### config.mk
export PLATFORM = sky130hd
export DESIGN_NAME = ps_fetch_queue
export DESIGN_NICKNAME = d
export VERILOG_FILES = /design/src/rtl/ps_fetch_queue.sv
export SDC_FILE = /design/constraint.sdc
export NUM_CORES = 1
export LEC_CHECK = 0
export CAP_MARGIN = 20
export CORE_MARGIN = 1.5
export CORE_UTILIZATION = 35
export DETAILED_ROUTE_END_ITERATION = 16
export MAX_ROUTING_LAYER = met4
export SLEW_MARGIN = 20
export SYNTH_ARGS = -nofsm -noshare
export SYNTH_HDL_FRONTEND = slang
export SYNTH_SLANG_ARGS = --single-unit
### constraint.sdc
create_clock -name clk -period 2.5 [get_ports clk]
set_input_delay 0.375 -clock clk [delete_from_list [all_inputs] [get_ports clk]]
set_output_delay 0.375 -clock clk [all_outputs]
set_load 0.05 [all_outputs]
### src/rtl/ps_fetch_queue.sv
// Instruction prefetch queue: issues sequential PM reads, buffers tagged words, serves the PS.
// Latency: issue-to-valid 2 cycles (1 with FQ_BYPASS_EN defined); jump-to-valid 3 (2 with bypass).
// Backpressure: issue is credit-limited by occupancy plus in-flight read; ps_fq_rdy low holds the head.
module ps_fetch_queue #(
  parameter int                 PMA_SIZE = 16,
  parameter int                 PMD_SIZE = 32,
  parameter int                 DEPTH    = 4,
  parameter logic [PMA_SIZE-1:0] RESET_PC = '0
) (
  input  logic                       clk,
  input  logic                       reset,
  output logic                       fq_pm_cslt,
  output logic [PMA_SIZE-1:0]        fq_pm_add,
  input  logic [PMD_SIZE-1:0]        pm_fq_op,
  input  logic                       ps_pm_busy,
  input  logic                       ps_fq_rdy,
  output logic                       fq_ps_vld,
  output logic [PMD_SIZE-1:0]        fq_ps_instr,
  output logic [PMA_SIZE-1:0]        fq_ps_pc,
  input  logic                       ps_fq_jmp,
  input  logic [PMA_SIZE-1:0]        ps_fq_jadd,
  output logic [$clog2(DEPTH+1)-1:0] fq_ps_cnt
);

  localparam int PW = $clog2(DEPTH);
  localparam int CW = $clog2(DEPTH+1);

  typedef enum logic [1:0] {ST_BOOT, ST_RUN, ST_REDIR} state_t;

  state_t              state;
  logic [PMA_SIZE-1:0] fpc;
  logic [PMA_SIZE-1:0] inflight_tag;
  logic                inflight;
  logic [CW-1:0]       count;
  logic [PW-1:0]       wr_ptr;
  logic [PW-1:0]       rd_ptr;
  logic [PMD_SIZE-1:0] mem_instr [DEPTH];
  logic [PMA_SIZE-1:0] mem_pc    [DEPTH];

  logic [CW:0] occ;
  logic        issue;
  logic        resp;
  logic        empty;
  logic        fifo_wr;
  logic        fifo_rd;
  logic        byp;

  // Credit check counts the outstanding read; a pop this cycle is deliberately not credited.
  always_comb begin
    occ   = {1'b0, count} + {{CW{1'b0}}, inflight};
    issue = (state != ST_BOOT) && !ps_pm_busy && !ps_fq_jmp && (occ < (CW+1)'(DEPTH));
    // A response in the post-jump cycle, or one landing in the jump cycle itself, is stale.
    resp  = inflight && (state != ST_REDIR) && !ps_fq_jmp;
    empty = (count == '0);
  end

  assign fq_pm_cslt = issue;
  assign fq_pm_add  = fpc;
  assign fq_ps_cnt  = count;

  // Head presentation and FIFO write/read enables, with optional empty-queue bypass.
  always_comb begin
    byp         = 1'b0;
    fq_ps_vld   = !empty;
    fq_ps_instr = '0;
    fq_ps_pc    = '0;
    fifo_wr     = resp;
    fifo_rd     = ps_fq_rdy && !empty;
`ifdef FQ_BYPASS_EN
    byp         = resp && empty;
    fq_ps_vld   = !empty || byp;
    fifo_wr     = resp && !(byp && ps_fq_rdy);
`endif
    if (!empty) begin
      fq_ps_instr = mem_instr[rd_ptr];
      fq_ps_pc    = mem_pc[rd_ptr];
    end else if (byp) begin
      fq_ps_instr = pm_fq_op;
      fq_ps_pc    = inflight_tag;
    end
  end

  // Fetch FSM: boot delay, sequential PC advance, redirect on jump, in-flight tracking.
  always_ff @(posedge clk or negedge reset) begin
    if (!reset) begin
      state        <= ST_BOOT;
      fpc          <= RESET_PC;
      inflight     <= 1'b0;
      inflight_tag <= '0;
    end else begin
      inflight <= issue;
      if (issue) begin
        inflight_tag <= fpc;
        fpc          <= fpc + PMA_SIZE'(1);
      end
      if (ps_fq_jmp) begin
        state <= ST_REDIR;
        fpc   <= ps_fq_jadd;
      end else begin
        state <= ST_RUN;
      end
    end
  end

  // Queue pointers and occupancy; a jump empties the queue outright.
  always_ff @(posedge clk or negedge reset) begin
    if (!reset) begin
      wr_ptr <= '0;
      rd_ptr <= '0;
      count  <= '0;
    end else if (ps_fq_jmp) begin
      wr_ptr <= '0;
      rd_ptr <= '0;
      count  <= '0;
    end else begin
      if (fifo_wr) wr_ptr <= wr_ptr + PW'(1);
      if (fifo_rd) rd_ptr <= rd_ptr + PW'(1);
      case ({fifo_wr, fifo_rd})
        2'b10:   count <= count + CW'(1);
        2'b01:   count <= count - CW'(1);
        default: count <= count;
      endcase
    end
  end

  // Entry storage; contents are qualified by count, so no reset is needed.
  always_ff @(posedge clk) begin
    if (fifo_wr && !ps_fq_jmp) begin
      mem_instr[wr_ptr] <= pm_fq_op;
      mem_pc[wr_ptr]    <= inflight_tag;
    end
  end

endmodule

==> impl_metrics.toml, run 1 <==
[finish]
final_cell_mix = "192 x edfxtp_1, 70 x clkdlybuf4s50_1, 48 x mux4_2"
final_cells = 1000
n_antenna_cell = 0
drive_above_1_share_pct = 35.34
layout_commonest_cell = "edfxtp_1"
areaGrowthSynthToFinish_pct = 32.16
n_fill_cell = 2229
nets = 705
final_area_sq_um = 12270
multi_input_area_sq_um = 2450
seq_area_sq_um = 6824

[drt]
drtIter0Drc = 303
drc = 0
dr.pass1.iters = 4
avgViaCountPerCell = 5.031
wl_microns = 19530
wl_per_cell_microns = 19.53
antenna_left = 0
vias = 5031

[cts]
clk_path_buf_depth = 3
tritoncts = "built"
clk_pin_slew_worst_paths_ns = 0.07
htreeDepth = 1
worstSkewPairLatency_ns = 0.52
tritoncts.num_buffers = 25
cts.sinks = 234
clock-root-buffer = "clkbuf_16"

[timing]
fin_tns_setup_ns = 0
finalCriticalPeriod_ns = 2.465
hold_viol = 0
finalSetupViolations = 0
slew_viol_final = 0
period_share_pct = 98.59
rsz0062_at_grt = "true"
worst_pin_slew_ns = 0.6898
slew_headroom_pct = 54.02
fmax_ghz = 0.4057
fin_worst_skew_ns = 0.01869

[yosys]
yosysTopAreaCell = "edfxtp_1"
ys_seq_area_share_pct = 73.39
ys_top_cells_by_area = "edfxtp_1 62%, mux4_2 12%, dfrtp_1 11%"
synth_cell_type_count = 40
async_flop_share_pct = 17.95
syn_inst = 495
synth_edf_count = 192
synth.avg_cell_area_sq_um = 18.76
synth_nets = 554
synth_top_flop_cell = "edfxtp_1"
syn-cell-area_sq_um = 9288
synth_top_area_share_pct = 62.08
ys_seq_elements = 234
yosysWarningCount = 0

[power]
leakagePower_nw = 4.196
seqPwrFrac_pct = 36.0
comb_power_share_pct = 38.5
p_per_area_nw_per_um2 = 1091
vdd_ir_drop_max_uv = 724.8
power_switching_w = 0.004501
fin_total_pwr_w = 0.01339
netSwitchingFraction_pct = 33.62
clkPwrFrac_pct = 25.5
p_int_w = 0.008887

[global_routing]
antenna_found_initial = 0
track_usage_pct = 14.84
grt_pass1_vias = 5375
grt_max_degree = 49
grt_pass1_wl_microns = 30900
overflow = 0

[place]
dpl_cell_area_sq_um = 10950
port-buffer-count = 121
placed_cells = 946
gp_congestion = 0.8283
dpl.hpwl_microns = 11700

[floorplanning]
core_sq_um = 26060
ioPinCount = 122
die_height_microns = 165.9
die-width_microns = 165.9
rows = 59
start_util_pct = 35.64
fp.dieArea_sq_um = 27520

[worst_setup_path]
slowest_stage = "mux4_2"
max_stage_delay_ns = 0.50
cp.arrival_ns = 2.09
cp_max_fo = 8
critPathBufInv = 3
crit_path_start_kind = "flop"
cp.required_ns = 2.12
critPathKind = "flop to primary output"
critPathTopFamily = "multiplexers"
end_kind = "primary output"
cp_cell_sequence = "buf_12, buf_16, mux4_2, and2_4, buf_8"

[run]
cap_violations = 0

[status]
status = "completed"

[hold_path]
hp-class = "primary input to async pin"
[power groups by stage]
stage               clock (W)  combinational (W)  sequential [W]
finish                0.00341            0.00516         0.00482
global route          0.00368            0.00543         0.00487
CTS                   0.00353            0.00515         0.00483
detailed placement          0            0.00407         0.00489
global placement            0            0.00403         0.00485
floorplan                   0            0.00271         0.00493
[cells in the mapped netlist (2+ instances only)]
library cell,number
edfxtp_1,192
a21oi_1,4
o21ai_0,7
or3_1,4
nand3_1,12
nor2_1,15
or4_1,10
dfrtp_1,42
o2111ai_1,2
mux4_2,48
buf_2,6
inv_1,5
buf_1,4
and2_1,53
nand2_1,13
ha_1,5
o31ai_1,6
clkbuf_1,11
nor3_1,2
buf_4,2
xor2_1,3
nand4_1,3
xnor2_1,2
o211ai_1,5
mux2_2,16
a31oi_1,9
[through the flow]
stage               hold slack, ns  util, %  setup WS [ns]
floorplan                  0.07941        -        0.05039
global placement            0.4536    42.04         0.3304
detailed placement          0.4655    42.04         0.2820
CTS                         0.3914    46.90       -0.02200
global route                0.4039    47.10       -0.04727
finish                      0.4166    47.10        0.03531
[final timing paths]
check | slack, ns | cells after the start | end | from
min | 0.42 | 2 | inflight_tag[3] | reset
max | 0.04 | 5 | fq_ps_instr[19] | rd_ptr[0]
max in group asynchronous | 1.41 | 3 | fq_ps_cnt[0] | reset
min in group clk | 0.42 | 3 | fq_pm_add[6] | ps_fq_jadd[6]
max reg2reg | 0.33 | 8 | fq_ps_cnt[2] | state[0]
min reg2reg | 0.52 | 0 | mem_pc[0][2] | inflight_tag[2]
[logic make-up after synthesis]
family                     count (synthesis)  synth area share, %
DFF                                      234                73.39
and+or+nand+nor                          119                7.477
muxes                                     65                13.69
AOI/OAI and AO/OA                         37                2.667
buffers and inverters                     29                1.414
adders and majority gates                  6               0.8891
xor gates and xnor gates                   5               0.4716
[repair_timing]
action / 4_1_cts / 5_1_grt
hold endpoints to repair: 29 / 0
gates cloned: 4 / 0
pin swaps: 24 / 1
hold buffers: 1 / 0
endpoints found under the setup margin: 48 / 47
setup buffers: 3 / 1
gates resized for setup: 102 / 26
[final cells by class]
class	instances	share of cell area, %
Sequential cell	234	55.60
Multi-Input combinational cell	232	19.96
Timing Repair Buffer	148	14.63
Clock buffer	31	5.362
Tap cell	335	3.415
Clock inverter	15	0.8868
Inverter	5	0.1529
[registers in the layout, indices dropped and copies added (netlist names)]
| signal | flops |
|---|---|
| mem_instr | 128 |
| mem_pc | 64 |
| fq_pm_add | 16 |
| inflight_tag | 16 |
| fq_ps_cnt | 3 |
| rd_ptr | 2 |
| state | 2 |
| wr_ptr | 2 |
| inflight | 1 |
[per-layer routing]
| metal | routed length [microns] | GRT usage [%] | vias up |
|---|---|---|---|
| met5 | 0 | - | - |
| met4 | 425 | 3.799 | 0 |
| met3 | 1117 | 3.337 | 33 |
| met2 | 9784 | 24.42 | 150 |
| met1 | 8201 | 18.62 | 2570 |
| li1 | - | - | 2278 |
(Power assumes the default switching activity.)
==> run 2, diff against run 1 <==
Settings changed: SETUP_SLACK_MARGIN set to 0.1.
Clock period 2.5 ns to 2.25 ns, I/O delays scaled along.
==> impl_metrics.toml, run 2 (same netlist as run 1, synthesis figures left out) <==
[drt]
vias = 5036
drtIter0Drc = 301
drc = 0
dr.pass1.iters = 4
wl_microns = 19810
avgViaCountPerCell = 4.976
antenna_left = 0
wl_per_cell_microns = 19.57

[cts]
htreeDepth = 1
tritoncts = "built"
worstSkewPairLatency_ns = 0.50
cts.sinks = 234
tritoncts.num_buffers = 24
clk_path_buf_depth = 3
clk_pin_slew_worst_paths_ns = 0.06
clock-root-buffer = "clkbuf_16"

[power]
leakagePower_nw = 4.325
p_per_area_nw_per_um2 = 1226
vdd_ir_drop_max_uv = 786.0

[timing]
fin_worst_skew_ns = 0.007812
slew_viol_final = 0
rsz0062_at_grt = "true"
slew_headroom_pct = 57.65
hold_viol = 0
fmax_ghz = 0.4045
finalCriticalPeriod_ns = 2.472
worst_slack_ns = -0.2220
worst_pin_slew_ns = 0.6346
period_share_pct = 109.9
finalSetupViolations = 48

[global_routing]
track_usage_pct = 15.06
antenna_found_initial = 0
grt_max_degree = 33
grt.busiest_layer = "met2"
met1_usage_pct = 20.25
grt_pass1_wl_microns = 31350
grt_util_met3_pct = 3.194
grtUsageMet2_pct = 23.89
overflow = 0
grt_pass1_vias = 5459

[place]
port-buffer-count = 121
dpl.hpwl_microns = 11690
gp_congestion = 0.8026
place_ws_ns = 0.09766

[status]
status = "complete, but fails checks"
violations = "negative setup slack"

[floorplanning]
die-width_microns = 165.9
core_sq_um = 26060
rows = 59
ioPinCount = 122
die_height_microns = 165.9
fp.dieArea_sq_um = 27520
start_util_pct = 35.64

[worst_setup_path]
slowest_stage = "dfrtp_4"
cp.required_ns = 1.91
critPathKind = "flop to primary output"
end_kind = "primary output"
cp_cell_sequence = "buf_12, buf_12, buf_16, mux4_2, and2_4, buf_8"
cp.arrival_ns = 2.13
crit_path_start_kind = "flop"
cp_max_fo = 5
cp_common_cell = "buf_12"
max_stage_delay_ns = 0.50

[finish]
final_cell_mix = "192 x edfxtp_1, 53 x clkdlybuf4s50_1, 48 x mux4_2"
drive_above_1_share_pct = 34.86
areaGrowthSynthToFinish_pct = 33.71
layout_commonest_cell = "edfxtp_1"
final_util_pct = 47.65
seq_area_sq_um = 6825
reg.largest.list = "mem_instr x128, mem_pc x64"
top_register = "mem_instr"
multi_input_area_sq_um = 2434
n_fill_cell = 2224
nets = 718
largest_reg_flops = 128
n_antenna_cell = 0

[hold_path]
hp-class = "primary input to async pin"

[run]
cap_violations = 0
[run 2: worst max-delay path, delay by kind of cell (launching register included)]
kind          cells  cell delay (ns)
buf+inv           4             0.55
flops             1             0.50
mux               1             0.42
simple gates      1             0.16
[run 2: layout make-up]
type / instances / share of cell area (%)
Clock inverter: 16 / 1.481
Timing Repair Buffer: 162 / 15.30
Clock buffer: 28 / 5.128
Tap cell: 335 / 3.375
Sequential cell: 234 / 54.96
Inverter: 5 / 0.1511
Multi-Input combinational cell: 232 / 19.60
[run 2: power by group]
group / internal [W] / total [W] / leakage (nW) / switching [W]
clock network: 0.00249 / 0.00407 / 0.399 / 0.00159
registers: 0.00506 / 0.00531 / 2.22 / 0.000252
logic: 0.00263 / 0.00584 / 1.70 / 0.00321
[run 2: path summary, 6_finish.rpt]
| kind | startpoint | endpoint | slack (ns) | cells past startpoint |
|---|---|---|---|---|
| setup / recovery | rd_ptr[0] | fq_ps_instr[24] | -0.22 | 6 |
| setup reg to reg | fq_ps_cnt[2] | fq_ps_cnt[2] | 0.29 | 7 |
| min in group clk | ps_fq_jadd[2] | fq_pm_add[2] | 0.40 | 3 |
| hold reg to reg | inflight_tag[5] | mem_pc[1][5] | 0.52 | 0 |
| max in group asynchronous | reset | rd_ptr[0] | 1.40 | 3 |
| hold / removal | reset | state[0] | 0.28 | 2 |
[run 2: per-layer routing]
layer	vias to the layer above	routed length, microns	share of wire (%)
li1	2298	-	-
met1	2582	9025	46
met2	133	9509	48
met3	23	1040	5.3
met4	0	231	1.2
met5	-	0	0
[run 2: what timing repair did]
action	CTS	global route
pin swaps	3	9
endpoints found under the setup margin	63	54
gates resized for setup	102	15
setup buffers	13	1
gates cloned	6	0
hold buffers	1	0
hold endpoints to repair	14	0
[run 2: through the flow]
| stage | hold slack, ns | TNS, ns | std cells | power [W] | area, sq um |
|---|---|---|---|---|---|
| after global routing | 0.2864 | -11.42 | 1012 | 0.01585 | 12420 |
| after global placement | 0.2681 | 0 | 948 | 0.009947 | 10980 |
| after CTS | 0.2672 | -9.958 | 1011 | 0.01536 | 12360 |
| final | 0.2764 | -8.004 | 1012 | 0.01523 | 12420 |
| after detailed placement | 0.2712 | 0 | 948 | 0.01002 | 10980 |
| after floorplan | 0.04191 | 0 | 495 | 0.008490 | 9294 |
==> RTL change, RTL diff (settings of run 1) <==
The option `FQ_BYPASS_EN` is turned on by a define.
--- a/src/rtl/ps_fetch_queue.sv
+++ b/src/rtl/ps_fetch_queue.sv
@@ -1,6 +1,8 @@
 // Instruction prefetch queue: issues sequential PM reads, buffers tagged words, serves the PS.
 // Latency: issue-to-valid 2 cycles (1 with FQ_BYPASS_EN defined); jump-to-valid 3 (2 with bypass).
 // Backpressure: issue is credit-limited by occupancy plus in-flight read; ps_fq_rdy low holds the head.
+`define FQ_BYPASS_EN
+
 module ps_fetch_queue #(
   parameter int                 PMA_SIZE = 16,
   parameter int                 PMD_SIZE = 32,
Function: changed (Yosys sat finds a counterexample within 4 cycles, from zero or initial values and one cycle with reset low).
==> RTL change against run 1 <==
- wire length up 16%
- setup slack gained 10 ps
- power fell by 13%
- count of clock-buffer cells in the layout grew 2
- cell area increased by 7.2%
- sequential cell count unchanged
- area after synthesis rose by 4.5%
- synthesized cell count is 29% higher
- combinational power is 38% lower
- register-to-register slack lost 70 ps
- highest routed layer unchanged
==> RTL change: results (changes against run 1) <==
* Final nets at 864 (+23%)
* GRT Total Usage at 0.165 (+0.0170)
* DR vias at 6000 (+19%)
* Cells after DPL at 1133 (+20%)
* # H-tree levels at 1 (unchanged)
* Top flop regs: mem_instr x128, mem_pc x64
* Post-synthesis sequential area ratio at 0.703 (-0.0313)
* Worst r2r src: fq_ps_cnt[1]
* Final hold viol count at 0 (unchanged)
* Ranking of synthesized cells by area: edfxtp_1, mux4_2, dfrtp_1
* Vias in the first global route at 6108 (+14%)
* Worst slew margin at 0.658 (+0.118)
* Post-synth EDFFs at 192 (unchanged)
* Reg-to-reg endpoint: mem_pc[2][8]
* Largest net degree at the start of global routing at 25 (-49%)
* Global-route wire length before repair at 35300 um (+14%)
* Synthesized net count at 699 (+26%)
* Hold slack at 363 ps (-53.1 ps)
* Ys async rst share at 0.179 (unchanged)
* VDD IR-drop max at 0.466 mV (-36%)
* Synth cell types at 47 (+18%)
* Fin Clk Skew at 6.38 ps (-12.3 ps)
* CP arrival at approximately 2100 ps
* Share of layout cells above drive strength 1 at 0.299 (-0.0545)
* DR iter-0 viols at 432 (+43%)
* Worst-Skew Late Latency at 510 ps
* Wire length per cell at 19.0 um (-2.8%)
* Post-synth top cells: edfxtp_1, nand2_1, o21ai_0
* Biggest register: mem_instr
* R2R cell count at 8 (unchanged)
* Reg clk slew, reported paths at 60 ps
* Pre-antenna DRT Iters at 5 (+1)
* Top-area cell type share of the netlist area at 0.594 (-0.0265)
* Port bufs at 121 (unchanged)
* CTS root buf: clkbuf_16
* Status: finished, final reports clean
* Final wirelength at 22700 um (+16%)
* Hold Crit Class: input pin to async pin
* Post-Syn Instances at 640 (+29%)
* Initial antenna violation count at 0 (unchanged)
* Yosys warns at 0 (unchanged)
* Clk buf depth at 3 (unchanged)
* Leakage at 4.61 nW (+9.8%)
* DP HPWL at 13600 um (+16%)
* Gpl congestion at 0.870 (+5.1%)
* Worst Path Max Fanout at 19 (+11)
* Reg2reg setup slack at 260 ps (-70 ps)
* ANT cells at 0 (unchanged)
* CTS Buf Count at 25 (unchanged)
## RTL change: changes by cell type after synthesis, moves of 5 or more
cell | run 1 | this run
nand2_1 | 13 | 155
or4_1 | 10 | 4
nor4_1 | 0 | 5
o21ai_0 | 7 | 61
a31oi_1 | 9 | 1
mux2_2 | 16 | 0
nor3_1 | 2 | 11
and2_1 | 53 | 4
nor2_1 | 15 | 3
a221o_1 | 0 | 7
clkbuf_1 | 11 | 19
## RTL change: critical path: stages, from the launching register on
cell	delay [ps]
dfrtp_4	470
buf_12	210
mux4_2	520
nand2_1	100
o21ai_2	90
buf_12	160
## RTL change: stage by stage
stage | instance area (um2) | setup slack (ps)
after global placement | 11900 | 79.4
after CTS | 13000 | 2.81
after detailed placement | 11900 | 53.5
after global routing | 13200 | -53.6
final | 13200 | 45.6
after floorplan | 9820 | 3.93
## RTL change: layer usage
metal | share of wire | vias to the layer above | wire [um] | global-route usage
li1 | - | 2782 | - | -
met1 | 0.47 | 3007 | 10600 | 0.227
met2 | 0.47 | 184 | 10700 | 0.263
met3 | 0.044 | 27 | 1000 | 0.0219
met4 | 0.020 | 0 | 461 | 0.0389
met5 | 0 | - | 0 | -
## RTL change: kinds of logic (layout without fill, tap and decap cells)
| group | Yosys count | count (layout) | synth area share |
|---|---|---|---|
| XOR/XNOR | 4 | 4 | 0.00361 |
| adder cells (fa/ha/maj) | 6 | 6 | 0.00851 |
| buffers and inverters | 43 | 225 | 0.0199 |
| flip-flops | 234 | 234 | 0.703 |
| AND/OR/NAND/NOR | 215 | 216 | 0.0974 |
| multiplexers | 49 | 49 | 0.112 |
| AO/OA/AOI/OAI | 89 | 89 | 0.0556 |
## RTL change: cell type report
type                    instances  area, um2
repair buffers                173       2040
clock inverters                12        186
inverters                       7       32.5
clock buffers                  33        676
multi-input cells             364       2940
well taps                     372        465
flip-flops and latches        234       6830
fillers                      2357      13900
## RTL change: where the power goes
group	switching (W)	internal (W)	total [W]
registers	0.000209	0.00443	0.00464
clock network	0.00145	0.00241	0.00386
logic	0.00188	0.00132	0.00319
total	0.00353	0.00815	0.0117
## RTL change: worst max-delay path by stage
stage                       from               to  slack (ps)  cells after the start
detailed placement     ps_fq_jmp    fq_pm_add[14]          50                      6
CTS                 fq_ps_cnt[2]       fq_pm_cslt           3                      5
global placement       ps_fq_jmp    fq_pm_add[13]          80                      6
finish                 rd_ptr[0]      fq_ps_pc[4]          50                      5
floorplan           fq_ps_cnt[2]  fq_ps_instr[10]           4                      4
global route        fq_ps_cnt[2]      fq_ps_pc[4]         -50                      7
## RTL change: what timing repair did
action | in CTS | in global routing
gates resized for setup | 12 | 44
setup endpoints to repair | 49 | 49
endpoints found under the hold margin | 20 | 0
cloned | 4 | 1
hold buffers | 1 | 0
pin swaps | 1 | 12
setup buffers | 9 | 4
